File: config.mk
export PLATFORM = sky130hd
export DESIGN_NAME = x_mem_arbiter
export DESIGN_NICKNAME = d
export VERILOG_FILES = /design/src/rtl/x_mem_arb_pkg.sv /design/src/rtl/x_rr_pick.sv /design/src/rtl/x_mem_arbiter.sv
export SDC_FILE = /design/constraint.sdc
export NUM_CORES = 1
export LEC_CHECK = 0
export CELL_PAD_IN_SITES_DETAIL_PLACEMENT = 1
export CELL_PAD_IN_SITES_GLOBAL_PLACEMENT = 1
export CORE_MARGIN = 5
export CORE_UTILIZATION = 15
export CTS_BUF_LIST = sky130_fd_sc_hd__clkbuf_2
export CTS_CLUSTER_SIZE = 12
export DETAILED_ROUTE_END_ITERATION = 10
export GPL_TIMING_DRIVEN = 0
export PLACE_DENSITY_LB_ADDON = 0.08
export SLEW_MARGIN = 20
export SYNTH_ARGS = -nofsm -noshare
export SYNTH_HDL_FRONTEND = slang
export SYNTH_SLANG_ARGS = --single-unit
File: constraint.sdc
create_clock -name i_clk -period 2.7 [get_ports i_clk]
set_clock_uncertainty 0.15 [all_clocks]
set_input_delay 0.81 -clock i_clk [delete_from_list [all_inputs] [get_ports i_clk]]
set_output_delay 0.81 -clock i_clk [all_outputs]
set_load 0.05 [all_outputs]
File: src/rtl/x_mem_arb_pkg.sv
// Shared types and helpers for the memory-port arbiter and its round-robin picker.
package x_mem_arb_pkg;

    typedef struct packed {
        logic        rnw;
        logic [31:0] addr;
        logic [31:0] data;
    } mem_req_t;

    typedef enum logic [0:0] {
        IDLE = 1'b0,
        BUSY = 1'b1
    } arb_sm_t;

    // Wraps with an explicit compare so non-power-of-2 counts behave.
    function automatic int unsigned mod_inc(input int unsigned val, input int unsigned modulus);
        return ((val + 32'd1) >= modulus) ? 32'd0 : (val + 32'd1);
    endfunction

endpackage

File: src/rtl/x_rr_pick.sv
// Combinational round-robin picker: first set request at or after ptr, wrapping.
module x_rr_pick #(
    parameter int N  = 2,
    parameter int IW = (N > 1) ? $clog2(N) : 1
) (
    input  logic [N-1:0]  req,
    input  logic [IW-1:0] ptr,
    output logic [N-1:0]  gnt,
    output logic [IW-1:0] idx,
    output logic          any
);

    int          sum_s;
    logic [IW-1:0] cand_s;
    logic        hit_s;

    // Scan from the pointer; the first hit masks all later candidates.
    always_comb begin
        gnt    = '0;
        idx    = '0;
        any    = 1'b0;
        sum_s  = 0;
        cand_s = '0;
        hit_s  = 1'b0;
        for (int k = 0; k < N; k++) begin
            sum_s       = int'(ptr) + k;
            cand_s      = IW'((sum_s >= N) ? (sum_s - N) : sum_s);
            hit_s       = req[cand_s] & ~any;
            gnt[cand_s] = hit_s;
            idx         = hit_s ? cand_s : idx;
            any         = any | hit_s;
        end
    end

endmodule

File: src/rtl/x_mem_arbiter.sv
// Arbitrates N_REQ requesters onto one memory port; grant registered and held until accept.
module x_mem_arbiter
    import x_mem_arb_pkg::*;
#(
    parameter int N_REQ      = 2,
    parameter int FIXED_PRIO = 0
) (
    input  logic                  i_clk,
    input  logic                  i_rst,
    input  logic [N_REQ-1:0]      i_req_valid,
    input  logic [N_REQ-1:0]      i_req_rnw,
    input  logic [N_REQ-1:0][31:0] i_req_addr,
    input  logic [N_REQ-1:0][31:0] i_req_data,
    output logic [N_REQ-1:0]      o_req_accept,
    output logic [31:0]           o_req_data,
    output logic                  o_valid,
    output logic                  o_rnw,
    output logic [31:0]           o_addr,
    output logic [31:0]           o_data,
    input  logic                  i_accept,
    input  logic [31:0]           i_data,
    output logic [N_REQ-1:0]      o_grant,
    output logic                  o_abort
);

    localparam int IW = (N_REQ > 1) ? $clog2(N_REQ) : 1;

    arb_sm_t          state_r;
    arb_sm_t          state_nxt_s;
    logic [N_REQ-1:0] grant_r;
    logic [IW-1:0]    gidx_r;
    logic [IW-1:0]    ptr_r;

    logic [N_REQ-1:0] pick_gnt_s;
    logic [IW-1:0]    pick_idx_s;
    logic             pick_any_s;

    mem_req_t         cur_s;
    logic             owner_valid_s;
    logic             accept_s;
    logic             abort_s;

    x_rr_pick #(
        .N  (N_REQ),
        .IW (IW)
    ) u_pick (
        .req (i_req_valid),
        .ptr (ptr_r),
        .gnt (pick_gnt_s),
        .idx (pick_idx_s),
        .any (pick_any_s)
    );

    assign cur_s         = '{rnw: i_req_rnw[gidx_r], addr: i_req_addr[gidx_r], data: i_req_data[gidx_r]};
    assign owner_valid_s = i_req_valid[gidx_r];

    // Next state, downstream mux and accept/abort steering.
    always_comb begin
        state_nxt_s  = state_r;
        accept_s     = 1'b0;
        abort_s      = 1'b0;
        o_valid      = 1'b0;
        o_rnw        = 1'b0;
        o_addr       = 32'd0;
        o_data       = 32'd0;
        o_req_accept = '0;
        o_req_data   = 32'd0;
        case (state_r)
            IDLE: begin
                if (pick_any_s) begin
                    state_nxt_s = BUSY;
                end else begin
                    state_nxt_s = IDLE;
                end
            end
            BUSY: begin
                o_valid = owner_valid_s;
                o_rnw   = cur_s.rnw;
                o_addr  = cur_s.addr;
                o_data  = cur_s.data;
                if (owner_valid_s && i_accept) begin
                    accept_s     = 1'b1;
                    o_req_accept = grant_r;
                    o_req_data   = i_data;
                    state_nxt_s  = IDLE;
                end else if (!owner_valid_s) begin
                    abort_s     = 1'b1;
                    state_nxt_s = IDLE;
                end else begin
                    state_nxt_s = BUSY;
                end
            end
            default: begin
                state_nxt_s = IDLE;
            end
        endcase
    end

    assign o_abort = abort_s;
    assign o_grant = grant_r;

    // State, grant and pointer registers; pointer advances only on accept.
    always_ff @(posedge i_clk or posedge i_rst) begin
        if (i_rst) begin
            state_r <= IDLE;
            grant_r <= '0;
            gidx_r  <= '0;
            ptr_r   <= '0;
        end else begin
            state_r <= state_nxt_s;
            case (state_r)
                IDLE: begin
                    if (pick_any_s) begin
                        grant_r <= pick_gnt_s;
                        gidx_r  <= pick_idx_s;
                    end else begin
                        grant_r <= '0;
                    end
                end
                BUSY: begin
                    if (accept_s) begin
                        grant_r <= '0;
                        ptr_r   <= (FIXED_PRIO != 0) ? '0 : IW'(mod_inc(32'(gidx_r), N_REQ));
                    end else if (abort_s) begin
                        grant_r <= '0;
                    end else begin
                        grant_r <= grant_r;
                    end
                end
                default: begin
                    grant_r <= '0;
                end
            endcase
        end
    end

endmodule
==> flow_summary.json <==
{
  "seq_area_frac_synth_pct": 7.225,
  "yosysWarnings": 0,
  "start_kind": "input port",
  "finalSetupViolations": 0,
  "cts_hold_buf": 0,
  "postSynthAreaPerCell_um2": 8.130,
  "cap_violations": 0,
  "async_reset_ff_share_pct": 100.0,
  "grt_max_degree": 11,
  "wl_per_cell_um": 16.71,
  "hold_path_depth": 2,
  "drc": 0,
  "core-area_um2": 11370,
  "place_congestion": 0.7331,
  "synth-seq-cells": 5,
  "required_ps": 1740,
  "reg2reg_depth": 8,
  "die_x_um": 117.4,
  "port_buffers": 269,
  "power_mw": 4.185,
  "clock_latency_ps": 220,
  "period_minus_slack_ps": 2686,
  "cts_tree": "built",
  "die-area_um2": 13790,
  "drive_gt1_share_pct": 35.43,
  "io_pins": 270,
  "p_per_area_nw_per_um2": 830.8,
  "fmax_mhz": 372.3,
  "grt_pass1_wl_mm": 16.17,
  "peakVddDrop_uv": 366.9,
  "initial_core_util_pct": 15.23,
  "synth_fp_nets": 380,
  "final_hold_viol_count": 0,
  "netlist_top_cells_count": "nor2b_1, mux2i_1, nor3b_1, clkbuf_1, buf_2",
  "num-nets-final": 662,
  "worst_pin_slew_ps": 534.5,
  "htreeDepth": 1,
  "grt-ovfl-total": 0,
  "synth_edf_count": 0,
  "synth_top_area_cell": "mux2i_1",
  "postSynthCellCount": 213,
  "syn_area_um2": 1732,
  "area_delta_synth_final_pct": 190.9,
  "grt_pass1_vias": 2927,
  "track_usage_pct": 14.57,
  "netlist.area_leader.share_pct": 38.15,
  "dominantRegCellSynth": "dfrtp_1",
  "drtIter0Drc": 31,
  "first_pass_iters": 4,
  "crit_type": "in2out",
  "worstSetupEndpointType": "primary output",
  "hpwl_mm": 9.342,
  "leakage_nw": 2.302,
  "min_path_type": "reg2reg",
  "ys_types": 22,
  "status": "finished, final reports clean",
  "clk_pin_slew_ps": 60,
  "clk_path_buf_depth": 2,
  "viasPerCell": 4.176,
  "antenna_found_initial": 1,
  "crit_fanout": 1,
  "die_h_um": 117.4,
  "slew_violations": 0,
  "slew_headroom_pct": 64.26,
  "finalWirelength_mm": 10.66,
  "dr_total_vias": 2664,
  "fin_crit_sh_pct": 99.49,
  "rows": 39,
  "synth.most_common_cell": "nor2b_1",
  "final_util_pct": 44.31,
  "numCtsBuffers": 3,
  "arrival_ps": 1730,
  "cts_sinks": 5,
  "ant_nets": 0,
  "clk_root_buffer_cell": "clkbuf_2",
  "ys_top_cells_by_area": "mux2i_1, nor2b_1, nor3b_1"
}
metrics by stage:
stage / instances / TNS, ps / instance area (µm²) / hold slack, ps / setup slack (ps)
detailed placement: 625 / -77350 / 4890 / 440.9 / -1238
floorplan: 213 / -2489 / 2018 / 399.4 / -489.3
global route: 638 / -17.48 / 5037 / 480.3 / -8.922
global placement: 625 / -74820 / 4890 / 419.9 / -1189
CTS: 630 / -214.2 / 4723 / 453.5 / -19.17
finish: 638 / 0 / 5037 / 456.3 / 13.72
metal layers:
metal,part of all wire (%),global-route usage [%]
met5,0,0
met2,53,26.91
met3,11,6.545
met1,34,14.61
met4,1.9,4.133
cells by family (layout without fill, tap and decap cells):
logic type	after synthesis	after routing	share of synthesized area, %
and+or+nand+nor	113	113	45.09
muxes	66	66	38.15
buffers and inverters	24	305	7.297
AOI/OAI and AO/OA	5	5	2.241
DFF	5	5	7.225
other	0	1	0
layout by cell type (no fill, tap or decap), drive strengths merged, types with 2 or more instances in the layout:
cell	n
dlymetal6s2s	10
nand3b	2
mux2i	66
dfrtp	5
clkbuf	38
clkdlybuf4s50	155
nand2	2
o2bb2ai	2
nor3b	34
nand2b	2
nor2b	69
buf	101
flip-flops by register name, summed over array words and instances (netlist names):
register,cells
gidx_r,1
ptr_r,1
state_r,1
o_grant,2
worst max-delay path, cell delays in order:
cell and delay [ps]:
clkdlybuf4s50_1 460, mux2i_1 70, nor2b_1 120, buf_2 270
power breakdown:
part	leakage, nW	switching [mW]	internal (mW)
Combinational	2.22	2.45	1.53
Clock	0.0166	0.0324	0.0392
Sequential	0.0632	0.0269	0.103
final timing paths:
| path | slack (ps) | end | from |
|---|---|---|---|
| min in group asynchronous | 650 | state_r | i_rst |
| max in group asynchronous | 1570 | gidx_r | i_rst |
| worst min-delay path | 460 | ptr_r | ptr_r |
| worst max-delay path | 10 | o_data[17] | i_req_data[49] |
| worst max register to register | 970 | state_r | gidx_r |
| worst min register to register | 460 | ptr_r | ptr_r |
timing repair:
item,4_1_cts,5_1_grt
setup buffers,0,7
cloned,1,0
pin swaps,0,3
setup endpoints to repair,101,77
gates resized for setup,616,128
final cells by class:
| class | count | area (µm²) |
|---|---|---|
| fillers | 1317 | 6332 |
| repair buffers | 277 | 2681 |
| multi-input cells | 184 | 1800 |
| plain buffers | 23 | 225.2 |
| well taps | 143 | 178.9 |
| flip-flops and latches | 5 | 125.1 |
| clock buffers | 4 | 20.02 |
| inverters | 1 | 3.754 |
| diodes | 1 | 2.502 |
Note: power is estimated with default switching activity, not from simulation.
